### config.mk
export PLATFORM = sky130hd
export DESIGN_NAME = pipeline_hazard_ctrl_flat
export DESIGN_NICKNAME = d
export VERILOG_FILES = /design/src/rtl/pipeline_hazard_ctrl_if.sv /design/src/rtl/pipeline_hazard_ctrl.sv /design/src/flat_wrapper.sv
export SDC_FILE = /design/constraint.sdc
export NUM_CORES = 1
export LEC_CHECK = 0
export ABC_AREA = 1
export CAP_MARGIN = 20
export CORE_UTILIZATION = 48
export DETAILED_ROUTE_END_ITERATION = 8
export PLACE_DENSITY = 0.86
export RECOVER_POWER = 50
export SETUP_SLACK_MARGIN = 0.15
export SLEW_MARGIN = 20
export SYNTH_ARGS = -nofsm -noshare
export SYNTH_HDL_FRONTEND = slang
export SYNTH_SLANG_ARGS = --single-unit
### constraint.sdc
create_clock -name clk -period 2.14 [get_ports clk]
set_input_delay 0.428 -clock clk [delete_from_list [all_inputs] [get_ports clk]]
set_output_delay 0.428 -clock clk [all_outputs]
set_load 0.02 [all_outputs]
### src/rtl/pipeline_hazard_ctrl_if.sv
// Issue/hazard control bus between the core datapath (master) and the hazard controller (slave).
// Ports: F-stage decode info, branch/memory status in; stall/flush/forward/writeback controls out.
// Combinational signalling only, no handshake latency of its own.
interface pipeline_hazard_ctrl_if #(
    parameter int REG_AW = 5,
    parameter int CNT_W  = 16
);
    logic              f_valid;
    logic [REG_AW-1:0] f_rs1;
    logic [REG_AW-1:0] f_rs2;
    logic              f_use_rs1;
    logic              f_use_rs2;
    logic [REG_AW-1:0] f_rd;
    logic              f_wr_rd;
    logic              f_is_load;
    logic              branch_taken;
    logic              mem_ready;
    logic              stall_f;
    logic              flush_f;
    logic              e_valid_o;
    logic [1:0]        fwd_rs1;
    logic [1:0]        fwd_rs2;
    logic              wb_en;
    logic [REG_AW-1:0] wb_rd;
    logic [CNT_W-1:0]  stall_count;

    // Core side: presents the decoded F instruction, consumes the controls.
    modport master (
        output f_valid, f_rs1, f_rs2, f_use_rs1, f_use_rs2, f_rd, f_wr_rd, f_is_load,
               branch_taken, mem_ready,
        input  stall_f, flush_f, e_valid_o, fwd_rs1, fwd_rs2, wb_en, wb_rd, stall_count
    );

    // Hazard controller side.
    modport slave (
        input  f_valid, f_rs1, f_rs2, f_use_rs1, f_use_rs2, f_rd, f_wr_rd, f_is_load,
               branch_taken, mem_ready,
        output stall_f, flush_f, e_valid_o, fwd_rs1, fwd_rs2, wb_en, wb_rd, stall_count
    );
endinterface

### src/rtl/pipeline_hazard_ctrl.sv
// Issue/hazard controller for the F->E->W core: tracks E/W destinations, selects operand forwarding,
// stalls F on load-use and on a load waiting for memory, squashes F on a taken branch, drives regfile write.
// Ports: clk, reset (sync, active-high), bus (slave modport). Outputs are combinational from state + F inputs.
module pipeline_hazard_ctrl #(
    parameter int REG_AW = 5,
    parameter int CNT_W  = 16
) (
    input  logic                 clk,
    input  logic                 reset,
    pipeline_hazard_ctrl_if.slave bus
);
    // E and W slot state
    logic              e_vld, e_wr, e_ld;
    logic [REG_AW-1:0] e_rd;
    logic              w_vld, w_wr, w_ld;
    logic [REG_AW-1:0] w_rd;
    logic [CNT_W-1:0]  cnt;

    logic match_e1, match_e2, match_w1, match_w2;
    logic freeze, load_use, flush;

    // A source matches a slot only if it is really read, is not x0, and the slot will write it.
    assign match_e1 = bus.f_use_rs1 && (bus.f_rs1 != '0) && e_vld && e_wr && (e_rd == bus.f_rs1);
    assign match_e2 = bus.f_use_rs2 && (bus.f_rs2 != '0) && e_vld && e_wr && (e_rd == bus.f_rs2);
    assign match_w1 = bus.f_use_rs1 && (bus.f_rs1 != '0) && w_vld && w_wr && (w_rd == bus.f_rs1);
    assign match_w2 = bus.f_use_rs2 && (bus.f_rs2 != '0) && w_vld && w_wr && (w_rd == bus.f_rs2);

    // Whole pipe holds while the load in W waits on memory; this beats any branch or stall.
    assign freeze   = w_vld && w_ld && !bus.mem_ready;
    assign flush    = bus.branch_taken && !freeze;
    assign load_use = bus.f_valid && e_ld && (match_e1 || match_e2);

    assign bus.stall_f     = freeze || (!bus.branch_taken && load_use);
    assign bus.flush_f     = flush;
    assign bus.e_valid_o   = e_vld;
    assign bus.wb_en       = w_vld && w_wr && (w_rd != '0) && !freeze;
    assign bus.wb_rd       = w_rd;
    assign bus.stall_count = cnt;

    // A load in E has no result yet, so a match there falls through to W (the stall covers it anyway).
    always_comb begin
        bus.fwd_rs1 = 2'b00;
        if (match_e1 && !e_ld)  bus.fwd_rs1 = 2'b01;
        else if (match_w1)      bus.fwd_rs1 = 2'b10;
    end

    always_comb begin
        bus.fwd_rs2 = 2'b00;
        if (match_e2 && !e_ld)  bus.fwd_rs2 = 2'b01;
        else if (match_w2)      bus.fwd_rs2 = 2'b10;
    end

    always_ff @(posedge clk) begin
        if (reset) begin
            e_vld <= 1'b0;
            e_wr  <= 1'b0;
            e_ld  <= 1'b0;
            e_rd  <= '0;
            w_vld <= 1'b0;
            w_wr  <= 1'b0;
            w_ld  <= 1'b0;
            w_rd  <= '0;
            cnt   <= '0;
        end else begin
            if (bus.stall_f && (cnt != '1))
                cnt <= cnt + CNT_W'(1);
            if (!freeze) begin
                // E always retires into W when the pipe moves
                w_vld <= e_vld;
                w_wr  <= e_wr;
                w_ld  <= e_ld;
                w_rd  <= e_rd;
                if (flush || load_use) begin
                    // bubble: squashed wrong-path F or held dependent instruction
                    e_vld <= 1'b0;
                    e_wr  <= 1'b0;
                    e_ld  <= 1'b0;
                    e_rd  <= '0;
                end else begin
                    e_vld <= bus.f_valid;
                    e_wr  <= bus.f_wr_rd;
                    e_ld  <= bus.f_is_load;
                    e_rd  <= bus.f_rd;
                end
            end
        end
    end
endmodule

### src/flat_wrapper.sv
// flat-port wrapper written by rule: the top's interface ports become plain ports
module pipeline_hazard_ctrl_flat 
#(
    parameter int REG_AW = 5,
    parameter int CNT_W  = 16
)
  (clk, reset, bus_f_valid, bus_f_rs1, bus_f_rs2, bus_f_use_rs1, bus_f_use_rs2, bus_f_rd, bus_f_wr_rd, bus_f_is_load, bus_branch_taken, bus_mem_ready, bus_stall_f, bus_flush_f, bus_e_valid_o, bus_fwd_rs1, bus_fwd_rs2, bus_wb_en, bus_wb_rd, bus_stall_count);
  pipeline_hazard_ctrl_if #(.REG_AW(REG_AW), .CNT_W(CNT_W)) bus_i ();
  input  logic clk;
  input  logic reset;
  input wire logic [$bits(bus_i.f_valid)-1:0] bus_f_valid;
  input wire logic [$bits(bus_i.f_rs1)-1:0] bus_f_rs1;
  input wire logic [$bits(bus_i.f_rs2)-1:0] bus_f_rs2;
  input wire logic [$bits(bus_i.f_use_rs1)-1:0] bus_f_use_rs1;
  input wire logic [$bits(bus_i.f_use_rs2)-1:0] bus_f_use_rs2;
  input wire logic [$bits(bus_i.f_rd)-1:0] bus_f_rd;
  input wire logic [$bits(bus_i.f_wr_rd)-1:0] bus_f_wr_rd;
  input wire logic [$bits(bus_i.f_is_load)-1:0] bus_f_is_load;
  input wire logic [$bits(bus_i.branch_taken)-1:0] bus_branch_taken;
  input wire logic [$bits(bus_i.mem_ready)-1:0] bus_mem_ready;
  output wire logic [$bits(bus_i.stall_f)-1:0] bus_stall_f;
  output wire logic [$bits(bus_i.flush_f)-1:0] bus_flush_f;
  output wire logic [$bits(bus_i.e_valid_o)-1:0] bus_e_valid_o;
  output wire logic [$bits(bus_i.fwd_rs1)-1:0] bus_fwd_rs1;
  output wire logic [$bits(bus_i.fwd_rs2)-1:0] bus_fwd_rs2;
  output wire logic [$bits(bus_i.wb_en)-1:0] bus_wb_en;
  output wire logic [$bits(bus_i.wb_rd)-1:0] bus_wb_rd;
  output wire logic [$bits(bus_i.stall_count)-1:0] bus_stall_count;
  assign bus_i.f_valid = bus_f_valid;
  assign bus_i.f_rs1 = bus_f_rs1;
  assign bus_i.f_rs2 = bus_f_rs2;
  assign bus_i.f_use_rs1 = bus_f_use_rs1;
  assign bus_i.f_use_rs2 = bus_f_use_rs2;
  assign bus_i.f_rd = bus_f_rd;
  assign bus_i.f_wr_rd = bus_f_wr_rd;
  assign bus_i.f_is_load = bus_f_is_load;
  assign bus_i.branch_taken = bus_branch_taken;
  assign bus_i.mem_ready = bus_mem_ready;
  assign bus_stall_f = bus_i.stall_f;
  assign bus_flush_f = bus_i.flush_f;
  assign bus_e_valid_o = bus_i.e_valid_o;
  assign bus_fwd_rs1 = bus_i.fwd_rs1;
  assign bus_fwd_rs2 = bus_i.fwd_rs2;
  assign bus_wb_en = bus_i.wb_en;
  assign bus_wb_rd = bus_i.wb_rd;
  assign bus_stall_count = bus_i.stall_count;
  pipeline_hazard_ctrl #(.REG_AW(REG_AW), .CNT_W(CNT_W)) u_core (.clk(clk), .reset(reset), .bus(bus_i));
endmodule
; Word-level counts from Yosys, hierarchy flattened
; Cells that the tools add are included.
[word_totals]
ff_bits = 32
latchBits = 0
mem_bits_rw = 0
romBits = 0
in_bits = 24
out_inout_bits = 29
elab_cells = 59
memories = 0
[classes]
n_addsub = 1
mul = 0
div_mod_pow = 0
order_cmp = 0
n_eq_ne = 5
shifts = 0
n_mux = 8
n_bitwise = 0
reduce_logical = 36
[op_table]
columns = cell, n
row1 = 1-bit logical AND, 26
row2 = 5-bit == test, 4
row3 = 16-bit by 1-bit adder with 16-bit output (second input constant), 1
row4 = 16-bit inequality test (second input constant), 1
row5 = 5-bit nonzero test, 3
row6 = 2-bit two-way mux, 4
row7 = 5-bit two-way mux, 1
row8 = 1-bit zero test, 4
row9 = 1-bit logical OR, 3
row10 = 1-bit two-way mux, 3

; Logic depth before layout (Yosys ltp)
[depth]
word_depth = 10
mapped_depth = 14
ltp_nobuf = 13

; Worst setup path after synthesis
; OpenSTA, ideal clock, no wires.
[synth_timing]
kind = input port to output port
start = input port bus_f_rs2[1]
end = output port bus_fwd_rs2[0]
arrival_ns = 1.568
required_time_ns = 1.712
setup_slack_ns = 0.144
path_stages = 6
path_buffers = 0
path_cell_list = inv_1 -> or2_1 -> o21ai_0 -> nor3b_1 -> nand4_1 -> nor4_1
[synth_via]
elab_chain_cells = 7
elab_cells_between_ends = 8
classes_between = eq/ne (1) / mux (1) / reduce/logical (6)
[synth_rtl]
columns = element, line
row1 = "start, declared", flat_wrapper.sv:13  ; input wire logic [$bits(bus_i.f_rs2)-1:0] bus_f_rs2;
row2 = 5-bit nonzero test, pipeline_hazard_ctrl.sv:24  ; assign match_e2 = bus.f_use_rs2 && (bus.f_rs2 != '0) && e_vld && e_wr && (e_rd == bus.f_rs2);
row3 = 1-bit logical AND (3 in series), pipeline_hazard_ctrl.sv:24
row4 = 1-bit logical AND *, pipeline_hazard_ctrl.sv:24
row5 = 1-bit logical AND *, pipeline_hazard_ctrl.sv:49  ; if (match_e2 && !e_ld) bus.fwd_rs2 = 2'b01;
row6 = 2-bit two-way mux *, pipeline_hazard_ctrl.sv:49
row7 = "end, declared", flat_wrapper.sv:25  ; output wire logic [$bits(bus_i.fwd_rs2)-1:0] bus_fwd_rs2;
; Mark *: on every way between the ends. The rest lies on a longest branch, timed or not.

; Worst setup path after layout
[layout_timing]
start = input port bus_mem_ready
end = output port bus_flush_f
[layout_via]
elab_chain_cells = 4
[layout_rtl]
columns = element, line
row1 = "start, declared", flat_wrapper.sv:20  ; input wire logic [$bits(bus_i.mem_ready)-1:0] bus_mem_ready;
row2 = 1-bit zero test, pipeline_hazard_ctrl.sv:29  ; assign freeze = w_vld && w_ld && !bus.mem_ready;
row3 = 1-bit logical AND, pipeline_hazard_ctrl.sv:29
row4 = 1-bit zero test, pipeline_hazard_ctrl.sv:30  ; assign flush = bus.branch_taken && !freeze;
row5 = 1-bit logical AND, pipeline_hazard_ctrl.sv:30
row6 = "end, declared", flat_wrapper.sv:22  ; output wire logic [$bits(bus_i.flush_f)-1:0] bus_flush_f;
; Every way passes these cells.

==> results by stage <==
Run status:
- The flow ran to the end, and the final reports show no timing, DRC or antenna violations.

Timing:
- The post-layout minimum cycle time is just over 2 ns.
- The transition at the pin with the smallest max-transition slack is 0.481 ns.
- The top achievable clock speed is 484 MHz.
- The relative slew slack is 67.9%.
- The accumulated negative setup slack is 0 ns.
- In the finished design, the share of the clock period the worst path needs comes to a little over nine tenths.
- The final count of hold timing violations was 0.
- Setup repair after global routing could not meet its margin everywhere.
- The final worst clock skew is ~0.0043 ns.
- The count of final setup violators is 0.
- The final-report max-slew violation count is 0.

Hold path:
- The worst hold-check path type is flop to flop.

Drt:
- The number of DRC markers after the initial detailed-route iteration is 171.
- The wire length after detailed routing is approximately 5800 um.
- The count of nets left with antenna violations once routing finished came out at 0.
- In the routed design, unresolved DRC markers number 0.
- The detailed-routing iteration count for the pre-antenna-repair pass is 4.
- The mean routed wirelength per cell is 13.2 um.
- The final route contains approximately 2300 vias.
- The average via count per standard cell is between 5 and 6.

Global route:
- Global routing used 28.1% of the available tracks across all layers.
- Entering global routing, the biggest net connects 29 pins.
- The via count of the first global-routing pass is just over 2000.
- The wire length of the first global-routing pass is slightly above 9000 um.
- The overflow left after global routing is 0.
- The initial antenna violation count came to 0.

CTS:
- The clock reaches the later pin of the worst-skew pair after 0.29 ns.
- Clock-pin slew was measured on the worst setup and hold paths at roughly 0.06 ns.
- The number of clock buffers added by TritonCTS is 5.
- No sink is reached through more buffers than the 2 on the longest clock path.
- The maximum level of the CTS H-tree is 2.
- The CTS tree is built.
- For this design, the sink count on the clock tree is 32.
- CTS placed an instance of sky130_fd_sc_hd__clkbuf_8 at the clock tree root.
- The count of hold buffers inserted by post-cts repair is 0.

Final layout:
- The net count of the finished layout is 416.
- In the final layout, the multi-input gates occupy roughly 1200 um2.
- From synthesis to final layout, the design area changed by 53.7%.
- Registers take between 600 and 700 um2.
- The fraction of final layout cells sized beyond drive strength 1 is 28.1%.
- After routing the design area is 2950 um2.
- 0 antenna diodes ended up in the layout.
- The utilization after layout is around four fifths.
- The total of fill cells in the finished design is 280.

Critical path:
- The required time at the worst-slack endpoint is between 1.5 and 2 ns.
- STA classifies the critical path endpoint as an output port.
- The largest fanout on the critical path is 6.
- The type of element launching the critical path is an input pin.
- The critical path is of the input pin to output port type.
- Data on the critical path arrives at its endpoint at about 1.6 ns.

Place:
- Buffers placed on the I/O ports in this run total 52.
- The final HPWL from detailed placement is a little over 4000 um.
- Summing all placed instances gives a cell area of 2720 um2.
- The congestion estimate from routability-driven global placement came to ~0.94.

Floorplanning:
- The area of the core is approximately 3700 um2.
- For this configuration, the core starts out at a cell density of between 50% and 60%.
- The total die area is 4260 um2.
- The chip height is ~65 um.
- Pin placement for this block handled 53 I/O pins.
- The total number of placement rows is 22.
- The width of the die is 65.3 um.

Yosys:
- The post-synthesis cell area is just under 2000 um2.
- The register bit total from synthesis is 32.
- The number of different library cells in the post-synthesis netlist is 34.
- For this run, asynchronously set or reset flops after synthesis account for 0%.
- The Yosys step of the flow raised 0 warnings.
- Synthesis produced a netlist with a net count of between 300 and 400.
- The leading register cell type out of synthesis is sky130_fd_sc_hd__dfxtp_1.
- Summing the sequential cell areas from Yosys gives 33.4% of the chip area.
- A synthesized cell averages around 6.4 um2.
- The number of synthesized flops with an enable pin is 0.
- In the synthesized netlist, the number of instances is 300.

Pwr:
- The sequential cell fraction of total power is a little under half.
- The cell area power density is approximately 440 nW/um2.
- Summed over all cells, the static leakage comes to 0.00139 uW.
- In this run, the clock network consumes a little under two fifths of the power.
- The power share of the combinational group is approximately 15%.
- The proportion of total power due to net switching is 25.2%.
- IR analysis of the VDD net gives a maximum drop of slightly below 500 uV.
- The power dissipated by switching net loads is about 330 uW.
- The internal power is around 970 uW.

Job:
- The number of max-capacitance violations reported is 0.
-- stage by stage --
step	setup slack (ns)	hold slack (ns)	total power, uW	std cells
6_report	0.0740	0.499	1290	440
2_1_floorplan	0.229	0.455	701	300
5_1_grt	0.0167	0.515	1340	440
3_3_place_gp	-0.553	0.464	806	426
3_5_place_dp	-0.613	0.491	808	426
4_1_cts	0.0725	0.505	1280	438
-- final timing paths --
path	startpoint	to	slack, ns	depth (start not counted)
worst max-delay path	bus_mem_ready	bus_flush_f	0.07	5
worst min register to register	u_core.e_rd[4]	u_core.e_rd[4]	0.50	2
worst min-delay path	u_core.e_rd[4]	u_core.e_rd[4]	0.50	2
worst max register to register	u_core.e_rd[1]	u_core.e_rd[0]	0.19	13
-- cells by family after synthesis --
kind of cell / count (synthesis) / share of synthesized area [%]
fa+ha+maj: 1 / 0.651
buf+inv: 44 / 9.45
simple gates: 168 / 39.5
xor+xnor: 8 / 3.65
compound gates: 47 / 13.4
flops: 32 / 33.4
-- layer usage --
| layer | GRT usage, % | vias up | wire, um |
|---|---|---|---|
| met4 | 12.5 | 0 | 130 |
| met3 | 6.60 | 15 | 394 |
| met5 | 0 | - | 0 |
| met2 | 44.8 | 82 | 2770 |
| li1 | - | 1157 | - |
| met1 | 35.9 | 1076 | 2510 |
-- sequential cells by signal, summed over array words and instances (netlist names) --
register	cells
u_core.e_wr	1
u_core.w_ld	1
u_core.bus.stall_count	16
u_core.e_rd	5
u_core.bus.wb_rd	5
u_core.bus.e_valid_o	1
u_core.e_ld	1
u_core.w_wr	1
u_core.w_vld	1
-- repair_timing --
action,in CTS,in global routing
pin swaps,14,18
setup endpoints to repair,13,20
gates resized for setup,72,42
buffers inserted,4,2
-- synth_stat cells, types with 2 or more instances --
library cell | instances | area, um2
sky130_fd_sc_hd__buf_6 | 2 | 22.5
sky130_fd_sc_hd__nor3_1 | 2 | 10.0
sky130_fd_sc_hd__a21oi_1 | 30 | 150
sky130_fd_sc_hd__dfxtp_1 | 32 | 641
sky130_fd_sc_hd__nand3_2 | 2 | 20.0
sky130_fd_sc_hd__nand2_2 | 4 | 25.0
sky130_fd_sc_hd__xnor2_1 | 3 | 26.3
sky130_fd_sc_hd__nor2_1 | 49 | 184
sky130_fd_sc_hd__nand4_1 | 3 | 18.8
sky130_fd_sc_hd__clkbuf_1 | 4 | 15.0
sky130_fd_sc_hd__xor2_1 | 5 | 43.8
sky130_fd_sc_hd__nand3b_1 | 2 | 15.0
sky130_fd_sc_hd__o22ai_1 | 2 | 12.5
sky130_fd_sc_hd__nand2_1 | 67 | 251
sky130_fd_sc_hd__inv_1 | 31 | 116
sky130_fd_sc_hd__inv_2 | 4 | 15.0
sky130_fd_sc_hd__o21ai_0 | 10 | 50.1
sky130_fd_sc_hd__nand3_1 | 32 | 160
-- worst max-delay path, stage by stage --
cell and delay (ns):
sky130_fd_sc_hd__dlygate4sd3_1 0.56, sky130_fd_sc_hd__nor2_2 0.15, sky130_fd_sc_hd__buf_4 0.17, sky130_fd_sc_hd__nor2_1 0.05, sky130_fd_sc_hd__clkdlybuf4s15_1 0.28
-- placed cells by master, fill, tap and decap left out, types with 8 or more instances in the layout --
| cell | count |
|---|---|
| sky130_fd_sc_hd__a21oi_1 | 29 |
| sky130_fd_sc_hd__clkdlybuf4s50_1 | 13 |
| sky130_fd_sc_hd__dlygate4sd3_1 | 22 |
| sky130_fd_sc_hd__o21ai_0 | 8 |
| sky130_fd_sc_hd__inv_1 | 24 |
| sky130_fd_sc_hd__nor2_1 | 46 |
| sky130_fd_sc_hd__dfxtp_2 | 9 |
| sky130_fd_sc_hd__nand3_1 | 30 |
| sky130_fd_sc_hd__nand2_1 | 63 |
| sky130_fd_sc_hd__inv_2 | 10 |
| sky130_fd_sc_hd__dfxtp_1 | 21 |
| sky130_fd_sc_hd__buf_4 | 38 |
-- power groups by stage --
stage / combinational [uW] / sequential (uW) / clock (uW)
final: 195 / 621 / 476
after global placement: 175 / 631 / 0
after floorplan: 67.9 / 633 / 0
after CTS: 181 / 618 / 484
after detailed placement: 177 / 631 / 0
after global routing: 211 / 621 / 511
-- area by class of cell --
class / instances / share of cell area (%)
multi-input cells: 224 / 40.9
well taps: 48 / 2.03
repair buffers: 92 / 27.0
clock buffers: 8 / 3.05
flip-flops and latches: 32 / 22.3
inverters: 36 / 4.66
Power figures use the tool's default switching activity.
